### config.mk
export PLATFORM = sky130hd
export DESIGN_NAME = pipelined_addsub
export DESIGN_NICKNAME = d
export VERILOG_FILES = /design/src/rtl/mips_alu_pkg.sv /design/src/rtl/addsub_segment.sv /design/src/rtl/pipelined_addsub.sv
export SDC_FILE = /design/constraint.sdc
export NUM_CORES = 1
export LEC_CHECK = 0
export ABC_AREA = 1
export CAP_MARGIN = 20
export CORE_MARGIN = 5
export CORE_UTILIZATION = 51
export DETAILED_ROUTE_END_ITERATION = 8
export HOLD_SLACK_MARGIN = 0.03
export PLACE_DENSITY = 0.72
export SLEW_MARGIN = 20
export SYNTH_ARGS = -nofsm -noshare
export SYNTH_HDL_FRONTEND = slang
export SYNTH_HIERARCHICAL = 1
export SYNTH_SLANG_ARGS = --single-unit
### constraint.sdc
create_clock -name clk -period 10 [get_ports clk]
set_clock_uncertainty 0.15 [all_clocks]
set_input_delay 3 -clock clk [delete_from_list [all_inputs] [get_ports clk]]
set_output_delay 3 -clock clk [all_outputs]
set_load 0.005 [all_outputs]
### src/rtl/mips_alu_pkg.sv
// rtl/mips_alu_pkg.sv - shared constants and helpers for the pipelined add/subtract unit
// Purpose: operation encodings and the two's-complement overflow rule used by pipelined_addsub.
// Ports: none (package).
package mips_alu_pkg;

   localparam logic OP_ADD = 1'b0;
   localparam logic OP_SUB = 1'b1;

   // Signed overflow of a + b' : operands agree in sign but the sum does not.
   function automatic logic signed_overflow(input logic a_msb,
                                            input logic b_msb,
                                            input logic sum_msb);
      return (a_msb == b_msb) && (sum_msb != a_msb);
   endfunction

endpackage

### src/rtl/addsub_segment.sv
// rtl/addsub_segment.sv - one registered slice of the segmented carry chain
// Purpose: adds SEG_W-bit slices a + b + cin and registers sum and carry-out.
// Ports:
//   clk   in   rising-edge clock
//   rst   in   asynchronous active-high reset (clears sum and cout)
//   en    in   register enable (low while the pipeline is stalled)
//   a     in   SEG_W-bit slice of operand A
//   b     in   SEG_W-bit slice of the effective operand B'
//   cin   in   carry into this slice
//   sum   out  registered SEG_W-bit slice sum
//   cout  out  registered carry out of the slice
module addsub_segment #(
   parameter int SEG_W = 8
) (
   input  logic             clk,
   input  logic             rst,
   input  logic             en,
   input  logic [SEG_W-1:0] a,
   input  logic [SEG_W-1:0] b,
   input  logic             cin,
   output logic [SEG_W-1:0] sum,
   output logic             cout
);

   logic [SEG_W:0] total;

   assign total = {1'b0, a} + {1'b0, b} + {{SEG_W{1'b0}}, cin};

   always_ff @(posedge clk or posedge rst) begin
      if (rst) begin
         sum  <= '0;
         cout <= 1'b0;
      end else if (en) begin
         sum  <= total[SEG_W-1:0];
         cout <= total[SEG_W];
      end
   end

endmodule

### src/rtl/pipelined_addsub.sv
// rtl/pipelined_addsub.sv - pipelined WIDTH-bit add/subtract unit with valid/ready handshake
// Purpose: splits the carry chain into STAGES registered segments, produces result plus
//   carry/overflow/zero flags STAGES cycles after acceptance, with global-stall backpressure.
// Ports:
//   clk        in   rising-edge clock
//   rst        in   asynchronous active-high reset
//   in_valid   in   operand beat valid
//   in_ready   out  unit can accept a beat this cycle (= no stall)
//   in1        in   operand A
//   in2        in   operand B
//   op_sub     in   0: A+B, 1: A-B
//   out_valid  out  result beat valid
//   out_ready  in   consumer accepts result this cycle
//   out        out  result
//   carry_out  out  carry out of the MSB (subtract: 1 = no borrow)
//   overflow   out  two's-complement signed overflow
//   zero       out  result is zero
module pipelined_addsub
   import mips_alu_pkg::*;
#(
   parameter int WIDTH  = 32,
   parameter int STAGES = 4
) (
   input  logic             clk,
   input  logic             rst,
   input  logic             in_valid,
   output logic             in_ready,
   input  logic [WIDTH-1:0] in1,
   input  logic [WIDTH-1:0] in2,
   input  logic             op_sub,
   output logic             out_valid,
   input  logic             out_ready,
   output logic [WIDTH-1:0] out,
   output logic             carry_out,
   output logic             overflow,
   output logic             zero
);

   localparam int SEG_W = WIDTH / STAGES;

   if ((STAGES < 1) || (STAGES > WIDTH) || ((WIDTH % STAGES) != 0)) begin : g_bad_params
      $error("pipelined_addsub: WIDTH must be a multiple of STAGES, 1 <= STAGES <= WIDTH");
   end

   logic              stall;
   logic              en;
   logic [STAGES:0]   vld;        // vld[k]: stage k holds a live beat; vld[STAGES] is the output reg
   logic [WIDTH-1:0]  b_eff;      // B' = op_sub ? ~in2 : in2
   logic [WIDTH-1:0]  a_pipe   [STAGES];   // skew copies of A, one per stage
   logic [WIDTH-1:0]  b_pipe   [STAGES];   // skew copies of B'
   logic [WIDTH-1:0]  sum_pipe [STAGES];   // deskew: finished lower segments entering stage k
   logic [WIDTH-1:0]  sum_view [STAGES];   // stage k partial result including its own segment
   logic [SEG_W-1:0]  seg_sum  [STAGES];
   logic [STAGES-1:0] seg_cout;
   logic [WIDTH-1:0]  final_sum;

   // One global stall freezes every register, so no beat can be overwritten or duplicated.
   assign stall     = out_valid && !out_ready;
   assign en        = !stall;
   assign in_ready  = en;
   assign out_valid = vld[STAGES];

   assign b_eff = (op_sub == OP_SUB) ? ~in2 : in2;

   always_ff @(posedge clk or posedge rst) begin
      if (rst) begin
         vld <= '0;
      end else if (en) begin
         vld <= {vld[STAGES-1:0], in_valid};
      end
   end

   // Operand skew chain: stage k forwards the whole operand so segment k+1 and the
   // final MSB copies line up with the beat currently in that stage.
   always_ff @(posedge clk or posedge rst) begin
      if (rst) begin
         for (int k = 0; k < STAGES; k++) begin
            a_pipe[k] <= '0;
            b_pipe[k] <= '0;
         end
      end else if (en) begin
         a_pipe[0] <= in1;
         b_pipe[0] <= b_eff;
         for (int k = 1; k < STAGES; k++) begin
            a_pipe[k] <= a_pipe[k-1];
            b_pipe[k] <= b_pipe[k-1];
         end
      end
   end

   // Segment adders. Segment 0 works directly on the incoming operands with cin = op_sub;
   // segment k uses the skewed operands and the registered carry of segment k-1.
   for (genvar g = 0; g < STAGES; g++) begin : g_stage
      logic [SEG_W-1:0] a_seg;
      logic [SEG_W-1:0] b_seg;
      logic             cin_seg;

      if (g == 0) begin : g_first
         assign a_seg   = in1[SEG_W-1:0];
         assign b_seg   = b_eff[SEG_W-1:0];
         assign cin_seg = op_sub;
      end else begin : g_next
         assign a_seg   = a_pipe[g-1][g*SEG_W +: SEG_W];
         assign b_seg   = b_pipe[g-1][g*SEG_W +: SEG_W];
         assign cin_seg = seg_cout[g-1];
      end

      addsub_segment #(
         .SEG_W(SEG_W)
      ) u_seg (
         .clk  (clk),
         .rst  (rst),
         .en   (en),
         .a    (a_seg),
         .b    (b_seg),
         .cin  (cin_seg),
         .sum  (seg_sum[g]),
         .cout (seg_cout[g])
      );
   end

   // Stage k view = lower segments carried in sum_pipe[k] plus this stage's fresh segment.
   // Bits above segment k stay zero because sum_pipe[0] is never loaded.
   always_comb begin
      for (int k = 0; k < STAGES; k++) begin
         sum_view[k] = sum_pipe[k];
         sum_view[k][k*SEG_W +: SEG_W] = seg_sum[k];
      end
   end

   always_ff @(posedge clk or posedge rst) begin
      if (rst) begin
         for (int k = 0; k < STAGES; k++) begin
            sum_pipe[k] <= '0;
         end
      end else if (en) begin
         for (int k = 1; k < STAGES; k++) begin
            sum_pipe[k] <= sum_view[k-1];
         end
      end
   end

   assign final_sum = sum_view[STAGES-1];

   // Output register: result and all flags move together, so they hold during a stall.
   // a_pipe/b_pipe[STAGES-1] belong to the same beat as the last segment's registered sum.
   always_ff @(posedge clk or posedge rst) begin
      if (rst) begin
         out       <= '0;
         carry_out <= 1'b0;
         overflow  <= 1'b0;
         zero      <= 1'b0;
      end else if (en) begin
         out       <= final_sum;
         carry_out <= seg_cout[STAGES-1];
         overflow  <= signed_overflow(a_pipe[STAGES-1][WIDTH-1],
                                      b_pipe[STAGES-1][WIDTH-1],
                                      final_sum[WIDTH-1]);
         zero      <= (final_sum == '0);
      end
   end

endmodule

# [Word-level counts from Yosys, hierarchy flattened]
# Cells that the tools add are included.
[totals] input_bits=69 out_inout_bits=37 elab_cells=41 register_bits=380
[classes] mux=1 n_eq_ne=2 bitwise=1 add_sub_neg=8 n_reduce_logical=5
[op_table] op="$add A8 B8 Y9" count=4
[op_table] op="$add A9 B1 Y9" count=4
[op_table] op="$logic_not A32 Y1" count=1
[op_table] op="$mux W32" count=1
[op_table] op="$not A32 Y32" count=1
[op_table] op="$logic_and A1 B1 Y1" count=2
[op_table] op="$logic_not A1 Y1" count=2
[op_table] op="$eq A1 B1 Y1" count=1
[op_table] op="$ne A1 B1 Y1" count=1

# [Longest topological paths before layout]
[depth] depth_word=4 depth_mapped=12 mapped_depth_nobuf=10

# [Modules after synthesis]
# Netlist, hierarchy kept.
[modules_own_cells] mod="pipelined_addsub" cells_per_inst=776 seq_area_each_um2=4654.5 n_inst=1 area_per_inst_um2=7362.1
[modules_own_cells] mod="addsub_segment at g_stage[0].u_seg ..." cells_per_inst=93 seq_area_each_um2=225.2 n_inst=2 area_per_inst_um2=730.7
[modules_own_cells] mod="addsub_segment at g_stage[2].u_seg ..." cells_per_inst=93 seq_area_each_um2=225.2 n_inst=2 area_per_inst_um2=728.2

# [Worst setup path after synthesis]
# Ideal clock, no wire load.
[synth_path] kind="input-to-output" startpoint="in out_ready" endpoint="out in_ready" t_arrival_ns=3.471 slack_ns=3.379 required_ns=6.850 stages=4 path_cell_list="inv_1 > nand2_4 > buf_6 > buf_2"
[synth_via] elab_chain_len=3
[synth_rtl] item="from (decl)" line_no="pipelined_addsub.sv:32" rtl="input logic out_ready,"
[synth_rtl] item="$logic_not A1 Y1" line_no="pipelined_addsub.sv:58" rtl="assign stall = out_valid && !out_ready;"
[synth_rtl] item="$logic_and A1 B1 Y1" line_no="pipelined_addsub.sv:58"
[synth_rtl] item="$logic_not A1 Y1" line_no="pipelined_addsub.sv:59" rtl="assign en = !stall;"
[synth_rtl] item="to (decl)" line_no="pipelined_addsub.sv:27" rtl="output logic in_ready,"
# No other way between the ends.

# [Final worst setup path]
# Ends and elaborated chain as after synthesis.

==> metrics.yaml <==
clocking:
  numCtsBuffers: 23
  cts_hold_buf: 0
  clk-insertion-delay-late_ns: 0.50
  clock_tree_from_tritoncts: "done"
  cts.reportedPaths.clkPinSlew_ns: 0.05
  root_buffer: "clkbuf_16"
  cts.htree.levels: 1
  cts_resized: 0
  post_cts_buffers: 0
  cts_max_path_buffers: 3
  cts.sinks: 222
critical_path:
  worst_setup_path_end_kind: "output port"
  worst-r2r-cell-count: 4
  cp.arrival_ns: 4.42
  path_max_fanout: 61
  r2r_setup_slack_ns: 7.31
  crit_path_start_kind: "primary input"
  setup.worst_path.class: "primary input to output port"
  worstReg2RegStart: "vld[4]"
  crit-reg2reg-capture: "b_pipe[115]"
  timing.critical_path.to: "in_ready"
  cp-startpoint: "out_ready"
  required_time_of_the_critical_path_ns: 6.85
routing:
  drc_violations: 0
  routed_wire_length_um: 19790
  route.vias.total: 7242
  met2_wirelength_um: 8736
  routed_wire_length_per_instance_um: 13.04
  antenna_violating_nets_post_route: 0
  met1_length_um: 9854
  dr.first_iter.drc_count: 437
  viasPerCell: 4.771
  dr.pass1.iters: 5
  dr.max_layer_used: "met4"
  detailroute.wirelength.met3_um: 816
timing:
  fin_setup_tns_ns: 0
  finalSetupViolCount: 0
  finalCritPeriodShare_pct: 75.71
  count_of_final_max_slew_check_failures: 0
  grt_setup_unrepaired: "no"
  timing.final.hold_violations: 0
  fmaxAchievable_mhz: 132.1
  worst-slew-pin-transition_ns: 0.9929
  timing.max_slew.rel_slack_pct: 33.81
  final_period_minus_worst_setup_slack_ns: 7.571
logic_synthesis:
  yosys_most_used_dff: "dfrtp_1"
  post_synth_num_cell_types: 32
  synthArstFlopShare_pct: 100.0
  syn_nets: 1253
  synthMostInstantiatedCell: "nand2_1"
  count_of_synthesis_stage_warnings_from_yosys: 30
  number_of_flops_mapped_to_enable_cells_by_yosys: 0
  synth-seq-cells: 222
  gate_count_of_the_mapped_netlist: 1148
  netlist.top_cell.by_area: "dfrtp_1"
  synthesis.area_um2: 10280
  top_cell_type_s_share_of_synthesized_area_pct: 54.04
  per_instance_average_area_after_synthesis_um2: 8.955
  synth_commonest_cells: "454 x nand2_1, 222 x dfrtp_1, 100 x o21ai_0, 86 x inv_1"
  yosysSeqAreaShare_pct: 54.04
  synth_area_leaders: "dfrtp_1 54%, nand2_1 17%, o21ai_0 4.9%"
place:
  global_placement_routability_congestion: 0.7993
  io_buffer_count: 105
  detailedPlacementHpwl_um: 13250
  dpl_cell_area_um2: 11330
  dp_cells: 1479
floorplanning:
  dieWidth_um: 152.0
  std_cell_rows: 52
  initial_utilization_pct: 51.30
  dieHeight_um: 152.0
  overall_die_area_um2: 23100
  io-pin-count: 106
  core_region_area_um2: 20040
layout:
  design_area_um2: 12100
  n_antenna_cell: 0
  layout_stage_area_growth_over_the_synthesis_result_pct: 17.75
  finalNonFillerCells: 1518
  fillers: 1813
  layout_cells_sized_above_1_pct: 6.971
  nNetsFinal: 1339
grt:
  number_of_global_route_vias_before_repair: 6963
  grtUsageTotal_pct: 17.08
  grt_antenna_before_repair: 0
  grt_overflow: 0
  grt_first_pass_wirelength_um: 33710
  grt_start_max_net_pins: 122
run_status:
  outcome: "finished clean"
min_path:
  worstHoldPathType: "flip-flop to flip-flop"
power_and_ir_drop:
  irDropWorstVdd_mv: 0.1718
  power_per_standard_cell_area_nw_per_um2: 313.0
  post-layout-total-power_mw: 3.789
  leakage_nw: 5.981
flow_run:
  maxCapViolCount: 0
-- where the power goes --
group	switching, mW	leakage, nW	total, mW	internal [mW]
sequential	0.222	2.69	1.52	1.30
clock	0.340	0.381	0.867	0.527
combinational	0.808	2.91	1.40	0.590
-- critical path: stages --
cell	delay (ns)
clkdlybuf4s50_1	0.45
inv_1	0.09
nand2_8	0.27
clkdlybuf4s50_1	0.57
-- metrics by stage --
stage	setup slack (ns)	utilization [%]	hold WS, ns
2_1_floorplan	1.793	-	0.2698
3_3_place_gp	2.433	56.56	0.3018
3_5_place_dp	2.437	56.56	0.3070
4_1_cts	2.437	60.40	0.3228
5_1_grt	2.367	60.40	0.3356
6_report	2.429	60.40	0.3160
-- final cells by class --
cell class	instances	area [um2]	share of cell area (%)
Timing Repair Buffer	109	1076	8.890
Sequential cell	222	5555	45.90
Tap cell	270	337.8	2.791
Multi-Input combinational cell	785	4004	33.08
Clock buffer	29	638.1	5.272
Inverter	93	361.6	2.987
Clock inverter	10	131.4	1.085
-- sequential cells by signal, summed over array words and instances (netlist names) --
| name | flops |
|---|---|
| a_pipe | 49 |
| b_pipe | 49 |
| g_stage.u_seg/sum | 32 |
| out | 32 |
| final_sum | 24 |
| sum_pipe | 24 |
| vld | 5 |
| g_stage.u_seg/cout | 4 |
| carry_out | 1 |
| overflow | 1 |
| zero | 1 |
-- per-layer routing --
metal	track usage, %	vias up
met2	26.63	127
met3	2.361	34
met1	25.51	3295
met4	4.324	0
met5	0	-
li1	-	3786
-- placed cells by master (no fill, tap or decap), types with 3 or more instances in the layout --
| cell type | count |
|---|---|
| clkbuf_8 | 4 |
| a21oi_1 | 16 |
| or2_4 | 8 |
| a21oi_4 | 4 |
| nand3b_1 | 4 |
| xnor2_1 | 24 |
| nand2_1 | 454 |
| nand2_2 | 10 |
| nand3_1 | 33 |
| xor2_1 | 8 |
| fa_1 | 8 |
| o21ai_0 | 100 |
| clkdlybuf4s50_1 | 104 |
| clkinv_2 | 5 |
| clkbuf_16 | 23 |
| nor2_2 | 4 |
| nand3_2 | 8 |
| ha_1 | 28 |
| o21ai_1 | 33 |
| inv_1 | 85 |
| dfrtp_1 | 222 |
| buf_4 | 4 |
| bufinv_16 | 3 |
| nand3b_4 | 4 |
| nor2_1 | 31 |
| a211oi_1 | 4 |
| inv_2 | 4 |
-- cell families (layout without fill, tap and decap cells) --
family,Yosys count,count (layout),synth area share (%)
AOI/OAI and AO/OA,158,158,8.240
buffers and inverters,141,241,7.096
xor gates and xnor gates,32,32,2.726
and+or+nand+nor,559,559,22.93
DFF,222,222,54.04
adders and majority gates,36,36,4.966
-- worst min-delay path by stage --
stage                       startpoint            to  depth (start not counted)
final                      a_pipe[124]   a_pipe[124]                          2
after detailed placement  sum_pipe[65]  sum_pipe[33]                          2
after CTS                  a_pipe[124]   a_pipe[124]                          2
after global placement          vld[3]        vld[4]                          2
after global routing       b_pipe[115]    b_pipe[83]                          2
after floorplan                 vld[3]        vld[4]                          2
(Power assumes the default switching activity.)
